<file path="src/rtl/uart_tx_periph.sv">
// uart_tx_periph: memory-mapped UART transmitter with 4-entry FIFO, programmable baud divider and level interrupt
module uart_tx_periph #(
  parameter logic [15:0] DEFAULT_DIV = 16'd867
) (
  input  logic        clk_i,
  input  logic        reset_i,
  input  logic        csb_i,
  input  logic        wen_i,
  input  logic [3:0]  addr_i,
  input  logic [31:0] data_i,
  input  logic [3:0]  wmask_i,
  output logic [31:0] data_o,
  output logic        tx_o,
  output logic        irq_o
);
  typedef enum logic [1:0] {IDLE, START, DATA, STOP} state_t;
  state_t state;
  logic [7:0] fifo [4];
  logic [1:0] wr_ptr, rd_ptr, sel;
  logic [2:0] count, bit_idx;
  logic [15:0] bauddiv, bit_cnt;
  logic [7:0] shift;
  logic overrun, tx_en, irq_en, wr, busy, full, empty, push, pop, push_ok;
  assign sel = addr_i[3:2];
  assign wr = ~csb_i & ~wen_i;
  assign busy = state != IDLE;
  assign full = count == 3'd4;
  assign empty = count == 3'd0;
  assign push = wr && sel == 2'd0 && wmask_i[0];
  assign pop = state == IDLE && tx_en && !empty;
  assign push_ok = push && (!full || pop);
  assign irq_o = irq_en & empty & ~busy;
  // read mux, zero while deselected
  always_comb
    data_o = csb_i ? 32'd0 :
             sel == 2'd0 ? {full, 31'd0} :
             sel == 2'd1 ? {25'd0, count, overrun, empty, full, busy} :
             sel == 2'd2 ? {16'd0, bauddiv} : {30'd0, irq_en, tx_en};
  // FIFO storage, write-only on accepted pushes
  always_ff @(posedge clk_i)
    if (push_ok) fifo[wr_ptr] <= data_i[7:0];
  // FIFO bookkeeping and configuration registers
  always_ff @(posedge clk_i or negedge reset_i)
    if (!reset_i) begin
      wr_ptr <= '0;
      rd_ptr <= '0;
      count <= '0;
      overrun <= 1'b0;
      bauddiv <= DEFAULT_DIV;
      tx_en <= 1'b1;
      irq_en <= 1'b0;
    end else begin
      wr_ptr <= wr_ptr + 2'(push_ok);
      rd_ptr <= rd_ptr + 2'(pop);
      count <= count + 3'(push_ok) - 3'(pop);
      if (push && !push_ok) overrun <= 1'b1;
      else if (wr && sel == 2'd1 && wmask_i[0] && data_i[3]) overrun <= 1'b0;
      if (wr && sel == 2'd2 && wmask_i[0]) bauddiv[7:0] <= data_i[7:0];
      if (wr && sel == 2'd2 && wmask_i[1]) bauddiv[15:8] <= data_i[15:8];
      if (wr && sel == 2'd3 && wmask_i[0]) {irq_en, tx_en} <= data_i[1:0];
    end
  // transmit FSM; each bit reloads the counter from the divider current at its start
  always_ff @(posedge clk_i or negedge reset_i)
    if (!reset_i) begin
      state <= IDLE;
      tx_o <= 1'b1;
      shift <= '0;
      bit_cnt <= '0;
      bit_idx <= '0;
    end else begin
      case (state)
        IDLE: if (pop) begin
          state <= START;
          tx_o <= 1'b0;
          shift <= fifo[rd_ptr];
          bit_cnt <= bauddiv;
        end
        START: if (bit_cnt == 16'd0) begin
          state <= DATA;
          tx_o <= shift[0];
          bit_cnt <= bauddiv;
          bit_idx <= 3'd0;
        end else bit_cnt <= bit_cnt - 16'd1;
        DATA: if (bit_cnt == 16'd0) begin
          bit_cnt <= bauddiv;
          if (bit_idx == 3'd7) begin
            state <= STOP;
            tx_o <= 1'b1;
          end else begin
            shift <= shift >> 1;
            tx_o <= shift[1];
            bit_idx <= bit_idx + 3'd1;
          end
        end else bit_cnt <= bit_cnt - 16'd1;
        STOP: if (bit_cnt == 16'd0) begin
          state <= IDLE;
          tx_o <= 1'b1;
        end else bit_cnt <= bit_cnt - 16'd1;
      endcase
    end
endmodule

</file>
<file path="config.mk">
export PLATFORM = sky130hd
export DESIGN_NAME = uart_tx_periph
export DESIGN_NICKNAME = d
export VERILOG_FILES = /design/src/rtl/uart_tx_periph.sv
export SDC_FILE = /design/constraint.sdc
export NUM_CORES = 1
export LEC_CHECK = 0
export ABC_AREA = 1
export BUFFER_PORTS_ARGS = -buffer_cell sky130_fd_sc_hd__buf_2
export CAP_MARGIN = 5
export CORE_UTILIZATION = 50
export CTS_BUF_LIST = sky130_fd_sc_hd__clkbuf_8
export DETAILED_ROUTE_END_ITERATION = 10
export GPL_ROUTABILITY_DRIVEN = 0
export PLACE_DENSITY = 0.76
export SLEW_MARGIN = 20
export SYNTH_ARGS = -nofsm -noshare
export SYNTH_HDL_FRONTEND = slang
export SYNTH_SLANG_ARGS = --single-unit
</file>
<file path="constraint.sdc">
create_clock -name clk_i -period 3.1 [get_ports clk_i]
set_input_delay 0.62 -clock clk_i [delete_from_list [all_inputs] [get_ports clk_i]]
set_output_delay 0.62 -clock clk_i [all_outputs]
set_load 0.02 [all_outputs]
</file>
After elaboration in Yosys (flattened, before gate mapping)

Memory sizes are Yosys's and may differ from the RTL's.
Cells that the tools add are included.

$add $sub $neg: 6
Equal/unequal tests: 15
Mux-type cells: 32
Bitwise operators: 6
Reductions and logical operators: 32

Operators with widths:

| operator              | number |
|---|---|
| $mux 16               | 5 |
| $mux 32               | 2 |
| $pmux 16 s3           | 1 |
| $mux 8                | 3 |
| $logic_not 16->1      | 1 |
| $pmux 8 s2            | 1 |
| $sub 16x1->16 const B | 1 |
| $logic_and 1x1->1     | 14 |
| $ne 2x2->1 const B    | 7 |
| $reduce_and 4->1      | 3 |
| $mux 2                | 5 |
| $mux 1                | 9 |
| $mux 3                | 3 |
| $eq 2x2->1 const B    | 4 |
| $pmux 2 s4            | 1 |
| $reduce_bool 2->1     | 4 |
| $eq 3x3->1 const B    | 2 |
| $pmux 3 s2            | 1 |
| $reduce_and 5->1      | 1 |
| $add 2x1->2           | 2 |
| $eq 2x1->1 const B    | 2 |
| $logic_not 2->1       | 2 |
| $pmux 1 s4            | 1 |
| $add 3x1->3           | 1 |
| 9 further kinds       | 15 |

Bits in registers: 56
Bits in writable memories: 32
Bits of input ports: 44
Output and inout port bits: 34
Logic and storage cells: 105
Memories: 1

Memories:

| memory | words | width | read ports | clocked after memory_dff | write ports | RTL line | RTL |
|---|---|---|---|---|---|---|---|
| fifo   | 4     | 8     | 1          | 0                        | 1           | 18       | `logic [7:0] fifo [4];` |

Depth between registers and ports, before layout

Gate-level depths: netlist of run 1.

Word-level depth: 8
Gate-level depth with buffers: 12
Depth with buffers taken out: 12

Worst setup path before layout of run 1

Ideal clock, no wire load.

Path kind: input port to flip-flop
Start point: input port addr_i[3]
End point: register count[2]
Setup time: 122 ps
Arrival: 2058 ps
Data required time: 2978 ps
Path slack: 919 ps
Cell stages on the path: 9
Path buffers: 0
Cell sequence: nor2_1 > inv_1 > nor2_1 > nand2_1 > ha_1 > inv_1 > ha_1 > fa_1 > xnor2_1

Cells in the longest elaborated chain, start to end: 6

Ends and longest elaborated chain:

| item                           | RTL line | RTL |
|---|---|---|
| start: declaration             | 9        | `input logic [3:0] addr_i,` |
| $logic_not 2->1                | 29       | `assign push = wr && sel == 2'd0 && wmask_i[0];` |
| $logic_and 1x1->1 (2 in a row) | 29       |  |
| $logic_and 1x1->1              | 31       | `assign push_ok = push && (!full \|\| pop);` |
| $add 3x1->3                    | 55       | `count <= count + 3'(push_ok) - 3'(pop);` |
| $sub 3x1->3                    | 55       |  |
| end signal: assignment         | 55       |  |
| end: declaration               | 20       | `logic [2:0] count, bit_idx;` |

Every way passes these cells.
A chain may end at the register's enable or synchronous reset.

Worst setup path after layout of run 1

Start point: register state[0]
End point: output port data_o[0]

Cells in the longest elaborated chain, start to end: 4

Ends and longest elaborated chain:

| item                     | RTL line | RTL |
|---|---|---|
| start: declaration       | 17       | `state_t state;` |
| start signal: assignment | 65       | `state <= IDLE;` |
| start signal: assignment | 73       | `state <= START;` |
| start signal: assignment | 79       | `state <= DATA;` |
| $reduce_bool 2->1        | 26       | `assign busy = state != IDLE;` |
| $mux 16                  | 37       | `sel == 2'd1 ? {25'd0, count, overrun, empty, full, busy} :` |
| $mux 32                  | 36       | `sel == 2'd0 ? {full, 31'd0} :` |
| $mux 32                  | 35       | `data_o = csb_i ? 32'd0 :` |
| end: declaration         | 12       | `output logic [31:0] data_o,` |

Every way passes these cells.

==> results of run 1 <==
-- worst register-to-register path: cells and delay by family (launching register included) --
kind	cells	cell delay (ns)
adders and majority gates	4	1.12
and+or+nand+nor	3	0.45
DFF	1	0.42
buffers and inverters	2	0.17
xor gates and xnor gates	1	0.13
-- per-layer routing --
layer,routed length (µm),global-route usage [%],part of all wire (%)
met1,4670,29.0,46
met2,4890,36.4,48
met3,426,3.76,4.2
met4,120,6.02,1.2
met5,0,0,0
-- cells in the final DEF (no fill, tap or decap), types with 9 or more instances in the layout --
cell type / synthesis / layout
nand2_1: 163 / 163
nor2_1: 51 / 51
dfrtp_1: 48 / 48
nand3_1: 47 / 47
buf_2: 7 / 42
inv_1: 41 / 41
edfxtp_1: 32 / 32
a21oi_2: 24 / 24
a21oi_1: 19 / 19
o21ai_0: 16 / 16
conb_1: 1 / 15
ha_1: 13 / 13
mux2_2: 9 / 9
clkbuf_8: 0 / 9
-- synth_stat cells (5+ instances only) --
| cell type | n |
|---|---|
| nor3_1 | 7 |
| a21oi_1 | 19 |
| dfrtp_1 | 48 |
| edfxtp_1 | 32 |
| o21ai_0 | 16 |
| dfstp_2 | 8 |
| nand2_1 | 163 |
| buf_2 | 7 |
| ha_1 | 13 |
| nor2_1 | 51 |
| mux2_2 | 9 |
| inv_1 | 41 |
| buf_4 | 16 |
| clkbuf_1 | 5 |
| xor2_1 | 6 |
| nand2_2 | 6 |
| nand3_1 | 47 |
| a21oi_2 | 24 |
| nor2_2 | 7 |
-- path summary, 6_finish.rpt --
path / depth (start not counted) / endpoint / slack [ns]
hold reg to reg: 2 / shift[4] / 0.49
max in group asynchronous: 2 / tx_o / 2.04
min in group clk_i: 1 / fifo[1][1] / 0.48
setup / recovery: 7 / data_o[0] / 0.61
hold / removal: 1 / overrun / 0.30
setup reg to reg: 10 / count[2] / 0.72
-- cells by family after synthesis --
logic type      synth area share (%)
mux                             2.10
compound gates                  9.07
buf+inv                         8.32
other cells                   0.0777
flops                           49.1
fa+ha+maj                       3.78
xor+xnor                        1.27
simple gates                    26.3
-- metrics by stage --
step / cells / setup WS, ns / instance area [µm²]
final: 732 / 0.611 / 5280
after detailed placement: 716 / 0.572 / 5080
after global routing: 732 / 0.552 / 5280
after global placement: 716 / 0.639 / 5080
after floorplan: 570 / 0.919 / 4880
after CTS: 732 / 0.613 / 5280
-- where the power goes --
group | internal [mW] | switching, mW | leakage [nW] | total, mW
sequential | 1.52 | 0.333 | 0.963 | 1.85
clock | 0.316 | 0.464 | 0.0970 | 0.780
combinational | 0.734 | 1.43 | 1.45 | 2.17
total | 2.57 | 2.23 | 2.51 | 4.80
-- flip-flops by register name, indices dropped and copies added (netlist names) --
signal / cells
fifo: 32
bauddiv: 16
bit_cnt: 16
shift: 8
bit_idx: 3
count: 3
rd_ptr: 2
state: 2
wr_ptr: 2
irq_en: 1
overrun: 1
tx_en: 1
tx_o: 1
-- layout make-up --
type                            instances  area [µm²]  area share, %
Clock inverter                          7        72.6           1.37
Timing Repair Buffer                   49         263           4.98
Sequential cell                        88        2370           44.9
Tap cell                              129         161           3.06
Clock buffer                            9         124           2.35
Inverter                               46         179           3.39
Multi-Input combinational cell        404        2110           39.9
==> summary.md, run 1 <==
| Metric | Value |
|---|---|
| Crit path DAT | `1.87 ns` |
| Family with the most delay on the worst path | `buffers and inverters` |
| VDD IR max | `0.481 mV` |
| Clock sink count | `88` |
| Proportion of layout cells with a drive suffix above 1 | `22.1%` |
| Initial antenna violation count | `0` |
| Reg clk slew, reported paths | `0.10 ns` |
| Wire length per cell | `13.8 µm` |
| Final hold viol count | `0` |
| Vias in the first global route | `3,647` |
| Highest clock rate | `402 MHz` |
| Initial core utilization | `52.0%` |
| Core Footprint | `9280 µm²` |
| WL final | `10,100 µm` |
| Worst EP required | `2.48 ns` |
| Via-to-Cell Ratio | `5.24` |
| Register area share after synthesis | `49.1%` |
| PortBufs | `42` |
| Initial DRC count | `244` |
| Crit path cell chain | `inv_1, ha_1, buf_4, o21ai_0, a31oi_1, nor3_1, buf_2` |
| Root buf cell | `clkbuf_8` |
| CP Launch Point | `state[0]` |
| Max-slew violations | `0` |
| Post-synth EDFFs | `32` |
| Largest net degree at the start of global routing | `31` |
| Area grow syn2layout | `9.33%` |
| Largest cells by area after synthesis | `dfrtp_1 (25%), edfxtp_1 (20%), nand2_1 (13%)` |
| DIE AREA | `10,100 µm²` |
| Slowest stage delay, CP | `0.40 ns` |
| Synth Cell Area | `4830 µm²` |
| Residual DRC count | `0` |
| Post-route ant nets | `0` |
| CP endpoint kind | `output pin` |
| First-pass GRT wire length | `17,100 µm` |
| Final setup violating endpoints | `0` |
| Io pins | `78` |
| Critical path peak fanout | `4` |
| Final min period | `2.49 ns` |
| H-tree depth | `3` |
| Routed via count | `3,833` |
| Top_reg_cell synth | `dfrtp_1` |
| Post-Route Setup TNS | `0 ns` |
| Synthesized flop and latch total | `88` |
| RSZ-0062 raised after global routing | `false` |
| CTS Buf Count | `9` |
| Ant diodes | `0` |
| Post-synthesis cell type count | `40` |
| Buffers & Inverters on Critical Path | `3` |
| CTS tree | `yes` |
| Reg-to-reg critical path startpoint | `state[0]` |
| Kind of critical path | `register to output pin` |
| Hold/Removal Path Class | `input port to asynchronous set/reset pin` |
| Worst slew margin | `53.9%` |
| Grt total ovfl | `0` |
| Hold buffers post-CTS | `0` |
| Measured slew at the worst slew-check pin | `0.691 ns` |
| Final Cycle Share | `80.3%` |
| Startpoint Class | `register` |
| Post-layout net count | `656` |
| Synth Warn # | `0` |
| Layout Skew | `0.0112 ns` |
| Pwr/cell area | `909 nW/µm²` |
| Post-DP HPWL | `7290 µm` |
| Yosys top cell area share | `24.9%` |
| Num rows | `35` |
| Worst hold margin | `0.295 ns` |
| Utilization after layout | `56.9%` |
| Filler Cell Count | `810` |
| Leading area contributor after synthesis | `dfrtp_1` |
| Worst path slowest cell | `dfrtp_1` |
| Initial DRT Pass Iterations | `5` |
| Pwr Total | `4.80 mW` |
| Post-Synthesis Cells | `556` |
| # Post-CTS Setup Buffers | `0` |
| Syn_area_per_cell | `8.68 µm²` |
| # Max-Cap Violations | `0` |
| Leak | `2.51 nW` |
| Clk buf depth | `2` |
| Die width | `100 µm` |
| Vert. Die Dim | `100 µm` |
| Skew-Pair Late Insertion Delay | `0.36 ns` |
| Post-synth ARST share | `63.6%` |
| Cts repair resizes | `0` |
| GRT Util Overall | `21.6%` |
| Outcome | `finished, final reports clean` |
(Power assumes the default switching activity.)
==> run 2: changes to the inputs <==
Settings changed: PLACE_DENSITY 0.76 to 0.79.
Clock period 3.1 ns to 2.1 ns, I/O delays scaled along.
==> summary.md, run 2 (synthesis gave the netlist of run 1 again) <==
| Metric | Value |
|---|---|
| Post-DP Area | `5230 µm²` |
| First-pass GRT wire length | `17,000 µm` |
| Initial DRT Pass Iterations | `6` |
| Root buf cell | `clkbuf_8` |
| Layout Skew | `0.00907 ns` |
| Clock sink count | `88` |
| Crit path DAT | `1.63 ns` |
| Kind of critical path | `register to output pin` |
| Grt total ovfl | `0` |
| Skew-Pair Late Insertion Delay | `0.36 ns` |
| Register-to-Register Path Depth | `9` |
| RSZ-0062 raised after global routing | `true` |
| Core Footprint | `9280 µm²` |
| Worst slew margin | `56.9%` |
| CTS tree | `yes` |
| Vert. Die Dim | `100 µm` |
| Final instance area | `5470 µm²` |
| Post-DP HPWL | `7490 µm` |
| DIE AREA | `10,100 µm²` |
| Num rows | `35` |
| CTS Buf Count | `9` |
| Vias in the first global route | `3,572` |
| Hold/Removal Path Class | `input port to asynchronous set/reset pin` |
| Post-route ant nets | `0` |
| Most common cell after layout, fill and taps aside | `nand2_1` |
| Area grow syn2layout | `13.2%` |
| Routed via count | `3,890` |
| Via-to-Cell Ratio | `5.18` |
| Worst hold margin | `0.0735 ns` |
| H-tree depth | `3` |
| Final hold viol count | `0` |
| Ant diodes | `0` |
| # Max-Cap Violations | `0` |
| Startpoint Class | `register` |
| Hold buffers post-CTS | `0` |
| Pwr/cell area | `1350 nW/µm²` |
| Final setup violating endpoints | `0` |
| Io pins | `78` |
| Worst R2R End | `count[1]` |
| Largest reg by FF count | `fifo` |
| GRT Util Overall | `21.7%` |
| Final min period | `2.05 ns` |
| Leak | `2.61 nW` |
| Reg clk slew, reported paths | `0.10 ns` |
| Final Cycle Share | `97.7%` |
| Highest clock rate | `487 MHz` |
| Crit path cell chain | `inv_2, ha_4, buf_6, o21ai_2, a31oi_1, nor3_1, buf_2` |
| Slowest stage delay, CP | `0.38 ns` |
| Clk buf depth | `2` |
| Residual DRC count | `0` |
| Post-layout net count | `675` |
| Proportion of layout cells with a drive suffix above 1 | `25.6%` |
| Critical path peak fanout | `4` |
| Initial core utilization | `52.0%` |
| Die width | `100 µm` |
| Most frequent cells in the layout | `nand2_1 (163), nor2_1 (50), dfrtp_1 (48)` |
| Worst path slowest cell | `dfrtp_1` |
| Initial antenna violation count | `0` |
| Reg-to-reg critical path startpoint | `state[1]` |
| Wire length per cell | `13.8 µm` |
| Measured slew at the worst slew-check pin | `0.647 ns` |
| Outcome | `finished, final reports clean` |
| PortBufs | `42` |
| WL final | `10,400 µm` |
| Largest regs | `fifo (32), bauddiv (16), bit_cnt (16)` |
| Max reg flops | `32` |
| R2R setup slack | `0.08 ns` |
| CP endpoint kind | `output pin` |
| Max-slew violations | `0` |
| Initial DRC count | `286` |
| Worst EP required | `1.68 ns` |
| VDD IR max | `0.659 mV` |
| Largest net degree at the start of global routing | `33` |
## run 2: final cells by class
class                   instances  area (µm²)
clock inverters                 7        75.1
repair buffers                 68         422
inverters                      46         179
flip-flops and latches         88        2370
well taps                     129         161
multi-input cells             404        2130
clock buffers                   9         124
fillers                       789        3820
## run 2: timing repair
action	4_1_cts	5_1_grt
buffers inserted	2	1
pin swaps	0	3
resized for setup	1	7
setup endpoints to repair	2	4
## run 2: where the power goes
part	switching, mW	internal [mW]
Combinational	2.21	1.29
Clock	0.699	0.469
Sequential	0.465	2.24
Total	3.37	4.00
## run 2: routing by layer
metal,share of wire [%],track usage [%],vias up
met5,0,0,-
met4,1.6,6.91,0
met3,5.7,4.04,16
met2,50,36.9,122
met1,43,28.0,1859
li1,-,-,1893
## run 2: worst max-delay path by stage
stage	start	end	slack, ns	cells past startpoint
2_1_floorplan	state[1]	count[2]	0.009	10
3_3_place_gp	wen_i	count[2]	0.03	10
3_5_place_dp	csb_i	count[2]	-0.02	10
4_1_cts	state[1]	data_o[0]	0.007	7
5_1_grt	state[1]	count[1]	-0.03	9
6_report	state[1]	data_o[0]	0.05	7
## run 2: critical path: cells and delay by family (launching register included)
family,cells,cell delay [ns]
compound gates,2,0.17
fa+ha+maj,1,0.17
buf+inv,3,0.38
simple gates,1,0.18
flops,1,0.38
## run 2: through the flow
step,power (mW),TNS [ns],util [%],cells,setup slack [ns]
finish,7.38,0,58.9,751,0.0482
global route,7.91,-0.0468,58.9,751,-0.0304
CTS,7.31,0,58.6,750,0.00669
detailed placement,6.10,-0.0207,56.3,732,-0.0207
global placement,5.97,0,56.3,732,0.0255
floorplan,5.34,0,-,570,0.00944
==> run 3: changes to the inputs <==
Settings changed: PLACE_DENSITY 0.79 to 0.76.
Clock period 2.1 ns to 2.15 ns, I/O delays scaled along.
==> summary.md, run 3 (synthesis gave the netlist of run 1 again) <==
| Metric | Value |
|---|---|
| Outcome | `finished, final reports clean` |
| Initial DRT Pass Iterations | `5` |
| DIE AREA | `10,100 µm²` |
| R2R setup slack | `0.07 ns` |
| Largest regs | `fifo (32), bauddiv (16), bit_cnt (16)` |
| Vias in the first global route | `3,703` |
| Leak | `2.60 nW` |
| Dpl ws | `0.00232 ns` |
| Initial core utilization | `52.0%` |
| Post-DP HPWL | `7400 µm` |
| Post-Route Setup TNS | `0 ns` |
| Buffers & Inverters on Critical Path | `2` |
| Ant diodes | `0` |
| Final min period | `2.08 ns` |
| Worst EP required | `2.41 ns` |
| Routed via count | `3,802` |
| Post-route ant nets | `0` |
| Clock sink count | `88` |
| Cell-internal power | `3.89 mW` |
| Post-layout net count | `673` |
| Largest reg by FF count | `fifo` |
| WL final | `9950 µm` |
| Worst hold margin | `0.00765 ns` |
| Post-DP Area | `5220 µm²` |
| Slowest stage delay, CP | `0.41 ns` |
| Most common cell after layout, fill and taps aside | `nand2_1` |
| Crit path DAT | `2.34 ns` |
| VDD IR max | `0.750 mV` |
| Via-to-Cell Ratio | `5.08` |
| Grt total ovfl | `0` |
| Met2 WL | `4870 µm` |
| Setup slack after layout | `0.0682 ns` |
| Core Footprint | `9280 µm²` |
| Net Sw Frac | `45.3%` |
| Highest clock rate | `480 MHz` |
| Reg clk slew, reported paths | `0.10 ns` |
| Skew-Pair Late Insertion Delay | `0.37 ns` |
| Share of power burned in combinational logic | `47.3%` |
| Proportion of layout cells with a drive suffix above 1 | `24.7%` |
| # Max-Cap Violations | `0` |
| H-tree depth | `3` |
| Final hold viol count | `0` |
| Clk buf depth | `2` |
| Clock power frac | `15.7%` |
| Metal-1 WL | `4480 µm` |
| Filler Cell Count | `824` |
| Final setup violating endpoints | `0` |
| Register area | `2370 µm²` |
| Kind of critical path | `register to register` |
| Hold buffers post-CTS | `0` |
| Area grow syn2layout | `12.5%` |
| Root buf cell | `clkbuf_8` |
| Family with the most delay on the worst path | `adder cells` |
| Initial antenna violation count | `0` |
| GRT Util Overall | `22.0%` |
| Num rows | `35` |
| First-pass GRT wire length | `17,300 µm` |
| Hold/Removal Path Class | `input port to asynchronous set/reset pin` |
| Worst path slowest cell | `dfrtp_1` |
| Wire length per cell | `13.3 µm` |
| Most frequent cells in the layout | `nand2_1 (163), nor2_1 (51), dfrtp_1 (48)` |
| Met3 WL | `425 µm` |
| Seq pwr share | `37.0%` |
| Final instance area | `5430 µm²` |
| Final Cycle Share | `96.8%` |
| CP endpoint kind | `register` |
| CTS Buf Count | `9` |
| Max reg flops | `32` |
| Largest net degree at the start of global routing | `22` |
| Sw Pwr | `3.22 mW` |
| Residual DRC count | `0` |
| Critical path peak fanout | `2` |
| Vert. Die Dim | `100 µm` |
| Io pins | `78` |
| Multi-input gate area | `2120 µm²` |
| Startpoint Class | `register` |
| CTS tree | `yes` |
| Top sig layer | `met4` |
| Die width | `100 µm` |
| Pwr/cell area | `1310 nW/µm²` |
| Initial DRC count | `306` |
| Layout Skew | `0.0143 ns` |
| Max-slew violations | `0` |
| PortBufs | `42` |
| Crit path cell chain | `inv_2, ha_4, nand2_1, nand3_1, nand2_1, ha_1, inv_1, ha_1, fa_1, xnor2_1` |
| RSZ-0062 raised after global routing | `true` |
-- run 3: stage by stage --
stage               instances  utilization [%]  power, mW
global route              749             58.5       7.73
CTS                       749             58.4       7.10
finish                    749             58.5       7.12
floorplan                 570                -       5.19
global placement          732             56.2       5.84
detailed placement        732             56.2       5.95
-- run 3: final cells by class --
cell class,count,area share (%)
multi-input cells,404,39.0
repair buffers,66,7.42
clock inverters,7,1.34
clock buffers,9,2.28
flip-flops and latches,88,43.7
inverters,46,3.29
well taps,129,2.97
-- run 3: path summary, 6_finish.rpt --
kind / startpoint / endpoint / cells after the start
min in group clk_i: data_i[8] / bauddiv[8] / 3
max in group asynchronous: reset_i / tx_o / 2
max reg2reg: state[1] / count[2] / 10
max: state[1] / count[2] / 10
min reg2reg: tx_o / tx_o / 2
min: reset_i / overrun / 1
-- run 3: metal layers --
layer	GRT usage, %	vias up
li1	-	1891
met1	29.4	1775
met2	35.5	120
met3	3.76	16
met4	9.36	0
met5	0	-
-- run 3: timing repair --
item	4_1_cts	5_1_grt
cloned	0	0
endpoints found under the setup margin	2	3
pin swaps	0	1
gates resized for setup	1	4
buffers inserted	1	0
-- run 3: power by group through the flow --
stage / Combinational (mW) / Clock, mW / Sequential [mW]
after global placement: 3.20 / 0 / 2.64
after detailed placement: 3.29 / 0 / 2.66
after global routing: 3.83 / 1.20 / 2.70
after floorplan: 2.66 / 0 / 2.52
after CTS: 3.35 / 1.13 / 2.63
final: 3.37 / 1.12 / 2.64
